[src/rtl/key_pkg.sv]
// Shared types and constants for push-button debouncing.
package key_pkg;

   typedef enum logic [1:0] {
      IDLE_UP   = 2'd0,
      DEB_DOWN  = 2'd1,
      HELD_DOWN = 2'd2,
      DEB_UP    = 2'd3
   } key_state_t;

   localparam int unsigned KEY_CNT_20MS_50MHZ = 1_000_000;

   // Buttons are active-low at the pin.
   localparam logic KEY_PRESSED  = 1'b0;
   localparam logic KEY_RELEASED = 1'b1;

endpackage

[src/rtl/sync_2ff.sv]
// Two-flop synchronizer for one asynchronous input; reset value selectable.
module sync_2ff #(
   parameter logic RST_VAL = 1'b0
) (
   input  logic clk,
   input  logic rst,
   input  logic d_i,
   output logic q_o
);

   logic meta_q;
   logic sync_q;

   always_ff @(posedge clk or posedge rst) begin
      if (rst) begin
         meta_q <= RST_VAL;
         sync_q <= RST_VAL;
      end else begin
         meta_q <= d_i;
         sync_q <= meta_q;
      end
   end

   assign q_o = sync_q;

endmodule

[src/rtl/key_debounce.sv]
// Active-low key debouncer: a new level is accepted after CNT_MAX stable cycles
// and every accepted change is reported with a one-cycle key_flag pulse.
module key_debounce
   import key_pkg::*;
#(
   parameter int unsigned CNT_MAX = KEY_CNT_20MS_50MHZ
) (
   input  logic       clk,
   input  logic       rst,
   input  logic       key_in,
   output logic       key_value,
   output logic       key_flag,
   output key_state_t dbg_state_o
);

   localparam int unsigned CNT_W = (CNT_MAX > 1) ? $clog2(CNT_MAX) : 1;
   localparam logic [CNT_W-1:0] CNT_LAST = CNT_W'(CNT_MAX - 1);

   logic             key_s;
   key_state_t       state_q;
   logic [CNT_W-1:0] cnt_q;
   logic             key_value_q;
   logic             key_flag_q;

   sync_2ff #(
      .RST_VAL (KEY_RELEASED)
   ) u_sync (
      .clk (clk),
      .rst (rst),
      .d_i (key_in),
      .q_o (key_s)
   );

   // Flag defaults low every cycle, so it can never stay high two cycles running.
   always_ff @(posedge clk or posedge rst) begin
      if (rst) begin
         state_q     <= IDLE_UP;
         cnt_q       <= '0;
         key_value_q <= KEY_RELEASED;
         key_flag_q  <= 1'b0;
      end else begin
         key_flag_q <= 1'b0;
         unique case (state_q)
            IDLE_UP: begin
               if (key_s == KEY_PRESSED) begin
                  state_q <= DEB_DOWN;
                  cnt_q   <= '0;
               end
            end
            DEB_DOWN: begin
               if (key_s == KEY_RELEASED) begin
                  state_q <= IDLE_UP;
                  cnt_q   <= '0;
               end else if (cnt_q == CNT_LAST) begin
                  state_q     <= HELD_DOWN;
                  cnt_q       <= '0;
                  key_value_q <= KEY_PRESSED;
                  key_flag_q  <= 1'b1;
               end else begin
                  cnt_q <= cnt_q + CNT_W'(1);
               end
            end
            HELD_DOWN: begin
               if (key_s == KEY_RELEASED) begin
                  state_q <= DEB_UP;
                  cnt_q   <= '0;
               end
            end
            DEB_UP: begin
               if (key_s == KEY_PRESSED) begin
                  state_q <= HELD_DOWN;
                  cnt_q   <= '0;
               end else if (cnt_q == CNT_LAST) begin
                  state_q     <= IDLE_UP;
                  cnt_q       <= '0;
                  key_value_q <= KEY_RELEASED;
                  key_flag_q  <= 1'b1;
               end else begin
                  cnt_q <= cnt_q + CNT_W'(1);
               end
            end
            default: begin
               state_q <= IDLE_UP;
               cnt_q   <= '0;
            end
         endcase
      end
   end

   assign key_value   = key_value_q;
   assign key_flag    = key_flag_q;
   assign dbg_state_o = state_q;

endmodule

[config.mk]
export PLATFORM = sky130hd
export DESIGN_NAME = key_debounce
export DESIGN_NICKNAME = d
export VERILOG_FILES = /design/src/rtl/key_pkg.sv /design/src/rtl/sync_2ff.sv /design/src/rtl/key_debounce.sv
export SDC_FILE = /design/constraint.sdc
export NUM_CORES = 1
export LEC_CHECK = 0
export ABC_AREA = 1
export CAP_MARGIN = 5
export CORE_ASPECT_RATIO = 0.9
export CORE_UTILIZATION = 58
export CTS_CLUSTER_DIAMETER = 150
export DETAILED_ROUTE_END_ITERATION = 12
export PLACE_DENSITY = 0.77
export SYNTH_ARGS = -nofsm -noshare
export SYNTH_HDL_FRONTEND = slang
export SYNTH_SLANG_ARGS = --single-unit
[constraint.sdc]
create_clock -name clk -period 2.2 [get_ports clk]
set_clock_uncertainty 0.1 [all_clocks]
set_input_delay 0.44 -clock clk [delete_from_list [all_inputs] [get_ports clk]]
set_output_delay 0.44 -clock clk [all_outputs]
set_load 0.02 [all_outputs]
==> impl_metrics.yaml <==
route:
  vias_per_cell: 5.63
  first_pass_iters: 4
  wl_per_cell_um: 14.2
  ant_nets: 0
  drc: 0
  vias: 1255
  drt_iter0_markers: 29
  routed_wl_mm: 3.16
final_layout:
  insertedDiodeCount: 0
  final_util_pct: 69.9
  nets: 201
  area_growth_pct: 10.1
  fillers: 178
  instances_no_fill: 223
  drive_above_1_share_pct: 9.69
sta:
  rsz0062_at_grt: "no"
  tightest_slew_ns: 0.521
  hold_viol_final: 0
  fin_crit_ns: 2.04
  fin_crit_sh_pct: 92.6
  fin_ws_ns: 0.162
  slew_viol_final: 0
  finalSetupViolCount: 0
  tns_ns: 0
  max-slew-margin-rel_pct: 65.0
  max_freq_mhz: 491
run:
  cap_violations: 0
clocking:
  cts.sink_count: 26
  post_cts_resize_count: 0
  cts_buffer_depth: 2
  ctsHtreeMaxLevel: 1
  clock_insertion_delay_worst_skew_ns: 0.34
  cts_tree: "built"
  path_clk_slew_ns: 0.16
  hold_buffers: 0
  cts_buffers: 3
  cts_setup_buffers: 0
  root_buffer: "clkbuf_4"
place:
  port_buffers: 6
  gp_congestion: 0.858
  post-place-ws_ns: 0.344
  hpwl_mm: 2.29
  dp.cells: 219
power:
  p_leak_nw: 0.711
  power-per-cell-area_mw_per_mm2: 590
  p_total_mw: 0.933
  vdd_drop_max_v: 0.000550
logic_synthesis:
  synth_edf_count: 0
  yosysSeqAreaShare_pct: 45.6
  synth_ff_type: "dfrtp_1"
  yosysTopAreaCell: "dfrtp_1"
  synth_area_per_cell_um2: 7.72
  syn-num-nets: 190
  yosys_warnings: 0
  synth_cells: 186
  ys_types: 23
  synth_top_area_share_pct: 40.1
  ys_ff_latch: 26
  synth.cell_area_mm2: 0.00144
  ys_top_cells_by_area: "dfrtp_1 40%, nand2_1 13%, dfstp_2 5.5%"
  synth_common_cells: "51 x nand2_1, 23 x dfrtp_1, 21 x inv_1"
  synth_most_common_cell: "nand2_1"
  async_flop_share_pct: 100
floorplanning:
  die_area_mm2: 0.00268
  fp.dieW_um: 54.5
  ios: 7
  start_util_pct: 63.5
  die_h_um: 49.2
  rows: 16
  core_area_mm2: 0.00226
worst_setup_path:
  slowest_stage: "clkdlybuf4s50_1"
  start_kind: "register"
  cp.required_ns: 1.66
  path_cells: "clkdlybuf4s50_1"
  crit_buf_inv: 1
  max_stage_delay_ns: 0.59
  arrival_ns: 1.50
  path_delay_family: "buffers and inverters"
  cp_max_fo: 2
  timing_worst_setup_path_type: "reg2out"
  cp-end-kind: "output port"
global_route:
  track_usage_pct: 28.0
  grt_max_degree: 27
  antenna_found_initial: 0
  grt_pass1_wl_mm: 5.35
  grt.overflow.total: 0
  grt_pass1_vias: 1185
hold_path:
  worstHoldPathType: "reg2reg"
run_status:
  status: "finished, final reports clean"
layout by cell type, fill, tap and decap left out:
cell type	n
o21bai_2	1
nand3_2	1
clkdlybuf4s50_1	6
nand2_2	2
clkbuf_4	3
dfrtp_1	23
o21ai_1	6
nor2_2	5
nand2_1	51
nor2_8	1
bufinv_16	1
xor2_1	7
o21ai_0	12
o22ai_1	3
a21oi_1	4
nand3_1	14
dfstp_2	3
nor3_1	3
nand4_1	6
a31oi_1	2
ha_1	1
xnor2_1	1
nor2_1	17
buf_4	2
inv_1	21
flip-flops by register name, indices dropped and copies added, names as in the netlist, named ones only:
name / flops
cnt_q: 20
dbg_state_o: 1
key_flag: 1
key_value: 1
u_sync.meta_q: 1
u_sync.q_o: 1
report_power, final:
part           switching, mW  internal [mW]  leakage [nW]
Combinational         0.0508         0.0280         0.335
Sequential            0.0187          0.497         0.348
Clock                  0.154          0.185        0.0279
cell type report:
type	instances	area, um2	area share (%)
multi-input combinational	137	687	43.4
sequential	26	654	41.4
inverter	21	78.8	4.98
timing repair buffer	8	75.1	4.75
tap	27	33.8	2.14
clock inverter	1	30.0	1.90
clock buffer	3	22.5	1.42
kinds of logic after synthesis:
| logic type | synth area share (%) |
|---|---|
| fa+ha+maj | 0.871 |
| simple gates | 31.4 |
| compound gates | 10.6 |
| xor+xnor | 4.88 |
| flops | 45.6 |
| buf+inv | 6.62 |
final timing paths:
check                                    from          to  slack, ns  depth (start not counted)
min in group asynchronous                 rst   cnt_q[18]       0.34                          3
worst max-delay path                key_value   key_value       0.16                          1
max in group asynchronous                 rst  u_sync.q_o       1.36                          3
worst max register to register       cnt_q[0]    cnt_q[6]       0.35                          8
worst min-delay path            u_sync.meta_q  u_sync.q_o       0.27                          0
worst min register to register  u_sync.meta_q  u_sync.q_o       0.27                          0
worst register-to-register path, stage by stage, from the launching register on:
cell     delay, ns
dfrtp_1       0.44
ha_1          0.26
nand3_2       0.12
nor2_2        0.06
nand3_1       0.08
nor2_2        0.06
nor2_2        0.41
nand3_1       0.14
o21ai_1       0.13
per-stage QoR:
step | area (um2) | hold WS [ns]
after CTS | 1580 | 0.273
after detailed placement | 1530 | 0.252
after floorplan | 1440 | 0.245
final | 1580 | 0.270
after global routing | 1580 | 0.277
after global placement | 1530 | 0.246
metal layers:
| layer | routed length, um | up-vias | GRT usage (%) | part of all wire, % |
|---|---|---|---|---|
| li1 | - | 625 | - | - |
| met1 | 1500 | 600 | 37.5 | 47 |
| met2 | 1530 | 25 | 44.9 | 48 |
| met3 | 107 | 5 | 7.48 | 3.4 |
| met4 | 23 | 0 | 5.56 | 0.73 |
| met5 | 0 | - | 0 | 0 |
No activity file was read; power rests on OpenSTA's default activity.
==> variant 1: new RTL, config.mk and constraints unchanged <==
`KEY_CNT_20MS_50MHZ`: 1_000_000 -> 2_000_000.
--- a/src/rtl/key_pkg.sv
+++ b/src/rtl/key_pkg.sv
@@ -9,5 +9,5 @@
    } key_state_t;
 
-   localparam int unsigned KEY_CNT_20MS_50MHZ = 1_000_000;
+   localparam int unsigned KEY_CNT_20MS_50MHZ = 2_000_000;
 
    // Buttons are active-low at the pin.
Behaviour: same outputs for any inputs over 10 cycles, from zero or initial values and one cycle with rst high; that may be too few to reach the edited logic, so the function may still have changed.
==> variant 1 against the unedited design <==
  * Register-to-register slack better by 0.08 ns
  * Area after synthesis is 16% higher
  * Worst setup slack better by 0.031 ns
  * Sequential cell count is 1 higher
  * Synthesized cell count is 23% higher
  * Die area is 15% higher
  * Design area is 13% higher
  * Wire length is 1.4% lower
  * Critical endpoint unchanged
Power is not compared: it rests on default switching activity, and its combinational part moved more than twofold at a synthesized area within 25%.
==> variant 1: results (changes against the unedited design) <==
grt_util_all_layers_pct: 22.7  # was 28.0%
seq_area_frac_synth_pct: 40.7  # was 45.6%
fin_cells: 276  # was 223
worst_pin_slew_ns: 0.340  # was 0.521 ns
n_fill_cell: 241  # was 178
clkLatencyLatePin_ns: 0.32  # was 0.34 ns
drive_gt1_share_pct: 11.0  # was 9.69%
largest_register_ffs: 21  # was 20
synth_common_cells: "nand2_1, inv_1, nor2_1"  # was nand2_1, dfrtp_1, inv_1
hpwl_mm: 2.37  # was 2.29 mm
pre_cts_ws_ns: 0.437  # was 0.344 ns
synth_compound_area_share_pct: 5.25  # was 10.6%
grt_first_pass_wirelength_mm: 5.25  # was 5.35 mm
syn_avg_cell_area_sq_um: 7.28  # was 7.72 sq um
dp_cells: 272  # was 219
outcome: "completed"  # unchanged
gp_congestion: 0.864  # was 0.858
syn-num-nets: 233  # was 190
synthAdderAreaFrac_pct: 0.750  # was 0.871%
place_area_sq_um: 1750  # was 1530 sq um
wirelength_mm: 3.12  # was 3.16 mm
grt_pass1_vias: 1158  # was 1185
synth_xor_area_share_pct: 4.20  # was 4.88%
clkTransAtPathRegs_ns: 0.14  # was 0.16 ns
synth.distinct_cells: 28  # was 23
-- variant 1: cell types whose count changed in the layout (fill, tap and decap cells not counted), moves of 3 or more --
cell,delta
nand3_1,+4
a21oi_1,-3
inv_2,+4
o22ai_1,+4
nor2_1,+12
nand2_1,+19
nor2_2,-3
o21ai_1,-5
o21ai_0,-7
inv_1,+8
-- variant 1: logic make-up (layout without fill, tap and decap cells) --
logic type	Yosys count	in the layout
compound gates	15	15
xor+xnor	8	8
fa+ha+maj	1	1
buf+inv	37	44
flops	27	27
simple gates	141	141
-- variant 1: power by group through the flow --
stage	Clock, mW	Sequential, mW	Combinational [mW]
after floorplan	0	0.603	0.236
after global placement	0	0.589	0.321
after detailed placement	0	0.589	0.322
after CTS	0.221	0.579	0.323
after global routing	0.241	0.584	0.358
final	0.208	0.581	0.321
-- variant 1: area by class of cell --
type	count	area (sq um)	share of cell area, %
Sequential cell	27	679	38.2
Tap cell	40	50.0	2.81
Multi-Input combinational cell	165	832	46.8
Clock buffer	4	26.3	1.48
Timing Repair Buffer	7	67.6	3.80
Inverter	33	124	6.96
-- variant 1: per-stage QoR --
stage	utilization, %	power [mW]	hold WS (ns)
after floorplan	-	0.839	0.245
after global placement	63.8	0.910	0.246
after detailed placement	63.8	0.911	0.248
after global routing	64.8	1.18	0.271
final	64.8	1.11	0.266
after CTS	64.8	1.12	0.268
-- variant 1: path summary, 6_finish.rpt --
kind,end,slack (ns),depth (start not counted)
worst max-delay path,key_value,0.19,1
worst min-delay path,u_sync.q_o$_DFF_PP1_,0.27,0
worst max register to register,cnt_q[20]$_DFFE_PP0P_,0.43,10
worst min register to register,u_sync.q_o$_DFF_PP1_,0.27,0
max in group asynchronous,u_sync.q_o$_DFF_PP1_,1.33,3
min in group asynchronous,key_flag$_DFF_PP0_,0.35,3
-- variant 1: routing by layer --
layer	track usage, %	vias up	part of all wire, %
met5	0	-	0
met1	34.5	620	54
met2	33.5	31	42
met4	3.57	0	0.61
met3	5.13	2	3.8
li1	-	741	-
==> variant 2: new RTL, same settings <==
Without the edit above. Add an input register stage for `key_in`, without a reset; this delays it by one clock.
--- a/src/rtl/key_debounce.sv
+++ b/src/rtl/key_debounce.sv
@@ -17,4 +17,10 @@
    localparam logic [CNT_W-1:0] CNT_LAST = CNT_W'(CNT_MAX - 1);
 
+   logic key_q;
+
+   always_ff @(posedge clk) begin
+      key_q <= key_in;
+   end
+
    logic             key_s;
    key_state_t       state_q;
@@ -28,5 +34,5 @@
       .clk (clk),
       .rst (rst),
-      .d_i (key_in),
+      .d_i (key_q),
       .q_o (key_s)
    );
Formal check against the unedited RTL: not equivalent (a bounded check fails within 4 cycles, from zero or initial values and one cycle with rst high).
==> variant 2 against the unedited design <==
  * Non-clock buffer count up 1
  * First-iteration DRC count up 45%
  * Wire length up 1.5%
  * Sequential cell count up 1
  * Worst setup slack better by 0.039 ns
  * Design area about the same
  * Register-to-register slack worse by 0.09 ns
  * Area after synthesis up 1.4%
  * Total power down 12%
  * Sequential share of layout area up 1.2 points
  * Largest cell class unchanged
==> variant 2: results (changes against the unedited design) <==
synth.distinct_cells: 24  # was 23
wl_met3_um: 159  # was 107 um
ir_drop_uv: 539  # was 550 uV
n_fill_cell: 180  # was 178
viasPerCell: 5.67  # was 5.63
min_from: "key_q$_DFF_P_"  # was u_sync.meta_q$_DFF_PP1_
r2r_end: "cnt_q[9]$_DFFE_PP0P_"  # was cnt_q[6]$_DFFE_PP0P_
clkLatencyLatePin_ns: 0.32  # was 0.34 ns
netlist_instances: 187  # was 186
layout.nets: 203  # was 201
dp_cells: 221  # was 219
p_leak_nw: 0.712  # was 0.711 nW
outcome: "completed"  # unchanged
grt_util_met1_pct: 39.6  # was 37.5%
vias: 1276  # was 1255
seq_area_frac_synth_pct: 46.3  # was 45.6%
grt_util_all_layers_pct: 27.9  # was 28.0%
first_iter_violations: 42  # was 29
gp_congestion: 0.878  # was 0.858
synthTopCellsByArea: "dfrtp_1, nand2_1, dfstp_2"  # unchanged
grt_max_degree: 15  # was 27
wl_met1_mm: 1.48  # was 1.50 mm
clkTransAtPathRegs_ns: 0.13  # was 0.16 ns
internal_power_mw: 0.614  # was 0.709 mW
synthAdderAreaFrac_pct: 0.859  # was 0.871%
[variant 2: cell count changes in the layout (fill, tap and decap cells not counted), sizes merged]
cell	before	now
dfxtp	0	1
bufinv	1	0
buf	2	3
clkbuf	3	4
[variant 2: power groups by stage]
| stage | registers (mW) | logic [mW] | clock network (mW) |
|---|---|---|---|
| floorplan | 0.542 | 0.0517 | 0 |
| global placement | 0.543 | 0.0718 | 0 |
| detailed placement | 0.544 | 0.0727 | 0 |
| CTS | 0.535 | 0.0734 | 0.218 |
| global route | 0.540 | 0.0852 | 0.238 |
| finish | 0.535 | 0.0733 | 0.211 |
[variant 2: how the worst min path moves through the flow]
| stage | end |
|---|---|
| 2_1_floorplan | u_sync.meta_q$_DFF_PP1_ |
| 3_5_place_dp | u_sync.meta_q$_DFF_PP1_ |
| 3_3_place_gp | u_sync.meta_q$_DFF_PP1_ |
| 4_1_cts | u_sync.meta_q$_DFF_PP1_ |
| 6_report | u_sync.meta_q$_DFF_PP1_ |
| 5_1_grt | u_sync.meta_q$_DFF_PP1_ |
[variant 2: cell type report]
type                            instances  area, sq um  area share [%]
Multi-Input combinational cell        137          687            43.4
Sequential cell                        27          674            42.6
Timing Repair Buffer                    9         82.6            5.22
Inverter                               21         78.8            4.98
Tap cell                               27         33.8            2.13
Clock buffer                            4         26.3            1.66
[variant 2: through the flow]
step | area, sq um | hold slack (ns) | utilization [%] | worst slack (ns)
finish | 1580 | 0.216 | 69.4 | 0.201
global route | 1580 | 0.223 | 69.4 | 0.0980
CTS | 1580 | 0.217 | 69.4 | 0.193
detailed placement | 1560 | 0.198 | 68.2 | 0.371
global placement | 1560 | 0.186 | 68.2 | 0.445
floorplan | 1460 | 0.184 | - | 0.606
